`src/rtl/load_store_unit.sv`:
```
// -----------------------------------------------------------------------------
// load_store_unit
//
// Bridges the core's execute-stage memory instruction onto a simple
// request/grant + rvalid memory bus. One transaction is outstanding at most.
//
// Handshake semantics:
//   Core side: the core raises data_req_i with all *_i fields valid and keeps
//   them stable while stall_o is high. Completion is a single-cycle done_o pulse;
//   rd_data_o / misaligned_o / bus_err_o are valid only with done_o and are
//   0 at all other times.
//   Memory side: mem_req_o stays high with constant address/wr/wstrb/wdata
//   until a cycle where mem_gnt_i=1 (accepted). mem_rvalid_i=1 returns load
//   data or acknowledges a store, either in the grant cycle or later.
//   gnt/rvalid seen while no request is outstanding are ignored.
//
// Ports:
//   clk, resetn                 clock, asynchronous active-low reset
//   data_req_i, data_wr_i       request, 1=store / 0=load
//   data_byte_i                 00 byte, 01 half, 10 word, 11 invalid
//   zero_extnd_i                load zero-extend (1) / sign-extend (0)
//   addr_i, wr_data_i           byte address, store data
//   stall_o, done_o             core hold, completion pulse
//   rd_data_o                   formatted load data
//   misaligned_o, bus_err_o     exception flags
//   mem_req_o .. mem_wdata_o    memory request channel
//   mem_gnt_i, mem_rvalid_i,
//   mem_rdata_i                 memory response channel
//   dbg_state_o                 FSM state: 0 IDLE, 1 REQ, 2 WAIT, 3 RESP
// -----------------------------------------------------------------------------
module load_store_unit #(
    parameter int unsigned TIMEOUT = 64
) (
    input  logic        clk,
    input  logic        resetn,
    input  logic        data_req_i,
    input  logic        data_wr_i,
    input  logic [1:0]  data_byte_i,
    input  logic        zero_extnd_i,
    input  logic [31:0] addr_i,
    input  logic [31:0] wr_data_i,
    output logic        stall_o,
    output logic        done_o,
    output logic [31:0] rd_data_o,
    output logic        misaligned_o,
    output logic        bus_err_o,
    output logic        mem_req_o,
    output logic [31:0] mem_addr_o,
    output logic        mem_wr_o,
    output logic [3:0]  mem_wstrb_o,
    output logic [31:0] mem_wdata_o,
    input  logic        mem_gnt_i,
    input  logic        mem_rvalid_i,
    input  logic [31:0] mem_rdata_i,
    output logic [1:0]  dbg_state_o
);

    localparam logic [1:0] S_IDLE = 2'd0;
    localparam logic [1:0] S_REQ  = 2'd1;
    localparam logic [1:0] S_WAIT = 2'd2;
    localparam logic [1:0] S_RESP = 2'd3;

    localparam logic [1:0] SZ_BYTE = 2'b00;
    localparam logic [1:0] SZ_HALF = 2'b01;
    localparam logic [1:0] SZ_WORD = 2'b10;

    // Last REQ/WAIT cycle index before the bus is declared dead.
    localparam logic [7:0] CNT_LAST = 8'(TIMEOUT - 1);

    logic [1:0]  state_q, state_d;
    logic [31:0] addr_q, addr_d;
    logic [31:0] wdata_q, wdata_d;
    logic [31:0] rdata_q, rdata_d;
    logic [1:0]  size_q, size_d;
    logic        wr_q, wr_d;
    logic        zext_q, zext_d;
    logic        misal_q, misal_d;
    logic        err_q, err_d;
    logic [7:0]  cnt_q, cnt_d;

    logic        misal_in;
    logic [31:0] lane_data;
    logic [31:0] load_fmt;
    logic [3:0]  wstrb;
    logic [31:0] wdata_rep;

    // Alignment of the incoming request.
    always_comb begin
        misal_in = 1'b0;
        case (data_byte_i)
            SZ_BYTE: misal_in = 1'b0;
            SZ_HALF: misal_in = addr_i[0];
            SZ_WORD: misal_in = |addr_i[1:0];
            default: misal_in = 1'b1;
        endcase
    end

    // Next-state logic.
    always_comb begin
        state_d = state_q;
        addr_d  = addr_q;
        wdata_d = wdata_q;
        rdata_d = rdata_q;
        size_d  = size_q;
        wr_d    = wr_q;
        zext_d  = zext_q;
        misal_d = misal_q;
        err_d   = err_q;
        cnt_d   = cnt_q;
        case (state_q)
            S_IDLE: begin
                if (data_req_i) begin
                    addr_d  = addr_i;
                    wdata_d = wr_data_i;
                    size_d  = data_byte_i;
                    wr_d    = data_wr_i;
                    zext_d  = zero_extnd_i;
                    misal_d = misal_in;
                    err_d   = 1'b0;
                    rdata_d = 32'h0;
                    cnt_d   = 8'h0;
                    state_d = misal_in ? S_RESP : S_REQ;
                end
            end
            S_REQ: begin
                // A completing response wins over the timeout in the same cycle.
                if (mem_gnt_i && mem_rvalid_i) begin
                    rdata_d = mem_rdata_i;
                    state_d = S_RESP;
                end else if (cnt_q == CNT_LAST) begin
                    err_d   = 1'b1;
                    state_d = S_RESP;
                end else begin
                    cnt_d = cnt_q + 8'h1;
                    if (mem_gnt_i) begin
                        state_d = S_WAIT;
                    end
                end
            end
            S_WAIT: begin
                if (mem_rvalid_i) begin
                    rdata_d = mem_rdata_i;
                    state_d = S_RESP;
                end else if (cnt_q == CNT_LAST) begin
                    err_d   = 1'b1;
                    state_d = S_RESP;
                end else begin
                    cnt_d = cnt_q + 8'h1;
                end
            end
            default: begin
                // RESP: the retiring instruction still holds data_req_i; ignore it.
                state_d = S_IDLE;
            end
        endcase
    end

    always_ff @(posedge clk or negedge resetn) begin
        if (!resetn) begin
            state_q <= S_IDLE;
            addr_q  <= 32'h0;
            wdata_q <= 32'h0;
            rdata_q <= 32'h0;
            size_q  <= 2'b00;
            wr_q    <= 1'b0;
            zext_q  <= 1'b0;
            misal_q <= 1'b0;
            err_q   <= 1'b0;
            cnt_q   <= 8'h0;
        end else begin
            state_q <= state_d;
            addr_q  <= addr_d;
            wdata_q <= wdata_d;
            rdata_q <= rdata_d;
            size_q  <= size_d;
            wr_q    <= wr_d;
            zext_q  <= zext_d;
            misal_q <= misal_d;
            err_q   <= err_d;
            cnt_q   <= cnt_d;
        end
    end

    // Store lane steering from the latched request.
    always_comb begin
        wstrb     = 4'b0000;
        wdata_rep = wdata_q;
        case (size_q)
            SZ_BYTE: begin
                wstrb     = 4'b0001 << addr_q[1:0];
                wdata_rep = {4{wdata_q[7:0]}};
            end
            SZ_HALF: begin
                wstrb     = 4'b0011 << addr_q[1:0];
                wdata_rep = {2{wdata_q[15:0]}};
            end
            default: begin
                wstrb     = 4'b1111;
                wdata_rep = wdata_q;
            end
        endcase
    end

    // Load formatting: bring the addressed lane down to bit 0, then extend.
    always_comb begin
        lane_data = rdata_q >> {addr_q[1:0], 3'b000};
        load_fmt  = lane_data;
        case (size_q)
            SZ_BYTE: load_fmt = zext_q ? {24'h0, lane_data[7:0]}
                                       : {{24{lane_data[7]}}, lane_data[7:0]};
            SZ_HALF: load_fmt = zext_q ? {16'h0, lane_data[15:0]}
                                       : {{16{lane_data[15]}}, lane_data[15:0]};
            default: load_fmt = lane_data;
        endcase
    end

    assign mem_req_o    = (state_q == S_REQ);
    assign mem_addr_o   = mem_req_o ? {addr_q[31:2], 2'b00} : 32'h0;
    assign mem_wr_o     = mem_req_o & wr_q;
    assign mem_wstrb_o  = (mem_req_o && wr_q) ? wstrb : 4'b0000;
    assign mem_wdata_o  = (mem_req_o && wr_q) ? wdata_rep : 32'h0;

    assign stall_o      = ((state_q == S_IDLE) & data_req_i) |
                          (state_q == S_REQ) | (state_q == S_WAIT);
    assign done_o       = (state_q == S_RESP);
    assign misaligned_o = done_o & misal_q;
    assign bus_err_o    = done_o & err_q;
    assign rd_data_o    = (done_o && !wr_q && !misal_q && !err_q) ? load_fmt : 32'h0;
    assign dbg_state_o  = state_q;

endmodule

```
`config.mk`:
```
export PLATFORM = sky130hd
export DESIGN_NAME = load_store_unit
export DESIGN_NICKNAME = d
export VERILOG_FILES = /design/src/rtl/load_store_unit.sv
export SDC_FILE = /design/constraint.sdc
export NUM_CORES = 1
export LEC_CHECK = 0
export ABC_AREA = 0
export BUFFER_PORTS_ARGS = -buffer_cell sky130_fd_sc_hd__clkbuf_2
export CORE_ASPECT_RATIO = 1.75
export CORE_MARGIN = 8
export CORE_UTILIZATION = 46
export DETAILED_ROUTE_END_ITERATION = 12
export PLACE_DENSITY = 0.88
export SYNTH_ARGS = -nofsm -noshare
export SYNTH_HDL_FRONTEND = slang
export SYNTH_SLANG_ARGS = --single-unit
```
`constraint.sdc`:
```
create_clock -name clk -period 1.96 [get_ports clk]
set_input_delay 0.098 -clock clk [delete_from_list [all_inputs] [get_ports clk]]
set_output_delay 0.098 -clock clk [all_outputs]
set_load 0.1 [all_outputs]
```
==> summary.txt <==
Yosys
  – Yosys reg bits: 112
  – Post-synthesis cell type count: 47
  – Post-synthesis sequential area ratio: 0.450
  – Syn Std Cell Area: 6230 um^2
  – Area share of the largest cell type after synthesis: 0.450
  – Cells after Synth: 621
  – Ys async rst share: 1.00
  – Most frequent cell after synthesis: dfrtp_1
  – Top cell type by total area after synthesis: dfrtp_1
  – Ys flop type: dfrtp_1
  – Synth Area per Inst: 10.0 um^2
  – Total number of yosys warnings: 0
  – Top post-synthesis cells by area: dfrtp_1, mux2_2, mux2i_1
  – Most common library cells after synthesis: dfrtp_1, mux2_2, nand2_1, mux2i_1, nor2_1
  – Post-synth EDFFs: 0

Route
  – Detail Route Antenna Nets: 0
  – Routed WL: 30,800 um
  – Metal2 WL: 16,400 um
  – Via-per-instance ratio: 5.92
  – Detailed Route Iter0 Violations: 473
  – Met3 WL: 1990 um
  – WL/cell: 26.8 um
  – DRC Markers: 0
  – First drt pass iteration count: 7
  – Vias: 6,781
  – WL met1: 9830 um
  – DR top layer: met4

Timing
  – Slew HR: 0.476
  – Fin Setup TNS: -31.13 ns
  – Final Cycle Share: 1.28
  – Post-route minimum period: 2.52 ns
  – Final setup viols: 138
  – Slew @ Worst Pin: 0.776 ns
  – Final hold vios: 1
  – Fmax: 397 MHz
  – Fin. max-slew vios: 0
  – WHS: -0.0125 ns
  – Post-route clock skew: 0.00802 ns
  – RSZ-0062 raised after global routing: true
  – Final setup margin: -0.557 ns

Clock network
  – Root Driver: clkbuf_16
  – Sink Count: 112
  – Clock latency on the worst-skew pair: 0.35 ns
  – Clock buffer depth: 2
  – H-tree depth: 3
  – Clock-pin slew on the worst setup and hold paths: 0.08 ns
  – CTS tree: built
  – CTS buffer count: 9

Worst setup path
  – Slowest CP cell: or4b_4
  – Arrival time of the worst setup path: 2.42 ns
  – Crit path max fanout: 8
  – Crit-path cells: ha_4 > or4b_4 > or3_4 > nor2_8 > a21o_4 > buf_12
  – WS Path Type: flop to primary output
  – CP peak stage delay: 0.50 ns
  – WP buf/inv: 1
  – Setup crit start kind: flop
  – Top delay family on crit path: simple AND/OR/NAND/NOR gates
  – Crit path launch: dbg_state_o[1]
  – Worst Path Required: 1.86 ns
  – Reg2reg start: dbg_state_o[1]
  – Crit end category: primary output

Placement
  – Worst setup slack after placement: -0.145 ns
  – Number of port buffers: 210
  – HPWL after DPL: 17,800 um
  – GP Congestion: 0.916

Cells and area
  – Area Overhead vs Synth: 91.5%
  – Antenna cells: 0
  – FF+latch area: 2810 um^2
  – Final nets: 1,078
  – Fill cell count: 485
  – Layout cell share with drive strength beyond 1: 0.534
  – Multi-input gate area: 3980 um^2

Global routing
  – Total GRT Usage: 0.326
  – First-pass GRT wire length: 44,500 um
  – Largest net degree at the start of global routing: 62
  – Initial antenna violation count: 0
  – Total grt overflow: 0
  – Number of global-route vias before repair: 7,460

Pwr
  – Max VDD drop: 1620 uV
  – Leakage power: 5.35 nW
  – Tot Pwr: 19.9 mW
  – Power Density: 1670 nW/um^2

Worst hold path
  – Hold Crit Class: primary input to flop
  – Worst Hold Launch: addr_i[7]

Flow run
  – Max-cap violations: 0

Run status
  – Status: finished with violations
  – Failing checks: negative hold slack, negative setup slack

Floorplan
  – Die W: 104 um
  – FP Rows: 56
  – Initial Util: 0.468
  – # IOs: 213
  – Die H: 170 um
  – DIE AREA: 17,700 um^2
  – Core Footprint: 13,300 um^2
==> metal layers <==
| layer | GRT usage | vias to the layer above |
|---|---|---|
| li1 | - | 2816 |
| met1 | 0.321 | 3326 |
| met2 | 0.609 | 481 |
| met3 | 0.0587 | 158 |
| met4 | 0.223 | 0 |
| met5 | 0 | - |
==> what timing repair did <==
action                                  CTS  global route
setup buffers                            31             4
cloned                                    6             1
endpoints found under the setup margin  117           206
resized for setup                        61            22
hold buffers                             80             0
hold endpoints to repair                153             0
pin swaps                                10             9
==> cell families after synthesis <==
| logic type | after synthesis | synth area share |
|---|---|---|
| and+or+nand+nor | 179 | 0.138 |
| other | 1 | 0.000602 |
| muxes | 136 | 0.233 |
| DFF | 112 | 0.450 |
| adders and majority gates | 6 | 0.0121 |
| xor gates and xnor gates | 1 | 0.00141 |
| AOI/OAI and AO/OA | 100 | 0.108 |
| buffers and inverters | 86 | 0.0566 |
==> where the power goes <==
part,leakage (nW),switching [mW],internal [mW]
clock,0.139,0.915,0.887
combinational,3.85,8.02,5.54
sequential,1.37,1.14,3.41
total,5.35,10.1,9.84
==> cell type report <==
| cell class | instances | share of cell area |
|---|---|---|
| clock buffers | 10 | 0.0192 |
| clock inverters | 6 | 0.00430 |
| inverters | 41 | 0.0137 |
| multi-input cells | 424 | 0.334 |
| flip-flops and latches | 112 | 0.236 |
| well taps | 174 | 0.0183 |
| repair buffers | 379 | 0.375 |
==> flip-flops by register name (all words and copies together) (netlist names) <==
register	cells
zext_q	1
size_q	2
misal_q	1
addr_q	32
wr_q	1
cnt_q	8
err_q	1
wdata_q	32
dbg_state_o	2
rdata_q	32
==> placed cells by master, fill, tap and decap left out, types with 5 or more instances in the layout <==
master         synthesis  routed
buf_12                 0     118
mux2i_1               64      63
inv_1                 41      38
nor2_1                44      24
and3_4                 0       8
o21ai_4                0       8
mux2_2                72      70
buf_6                  2      13
dlygate4sd3_1          0      80
a211oi_4               0       7
dfrtp_1              112     108
a21oi_4                0      20
buf_16                 0       5
clkbuf_2               0     108
buf_4                  2      49
and2_4                 0      31
nor2_4                 0      20
a21oi_1               34      13
a21o_4                 0       8
clkbuf_16              0      10
nand2_1               67      63
o2bb2ai_1              8       8
a211oi_1              14       7
==> worst register-to-register path, stage by stage (launching register included) <==
cell and delay [ns]:
dfrtp_4 0.44, buf_4 0.18, inv_4 0.06, ha_4 0.19, buf_6 0.13, buf_6 0.12
a21oi_4 0.16, o211ai_1 0.18, buf_4 0.22, o41ai_2 0.40
==> final timing paths <==
check | to | depth (start not counted) | slack, ns
worst max-delay path | rd_data_o[27] | 6 | -0.56
worst min-delay path | addr_q[7] | 2 | -0.01
worst max register to register | cnt_q[3] | 9 | -0.26
worst min register to register | wdata_q[26] | 1 | 0.53
max in group asynchronous | wdata_q[4] | 3 | 1.03
min in group asynchronous | rdata_q[28] | 2 | 0.15
==> stage by stage <==
stage / area (um^2) / utilization / cells / hold slack [ns]
after CTS: 11800 / 0.885 / 1143 / 0.0000608
final: 11900 / 0.896 / 1146 / -0.0125
after detailed placement: 10000 / 0.751 / 1010 / -0.0320
after global routing: 11900 / 0.896 / 1146 / -0.0105
after floorplan: 6960 / - / 622 / -0.198
after global placement: 10000 / 0.751 / 1010 / -0.0348
Power figures use the tool's default switching activity.
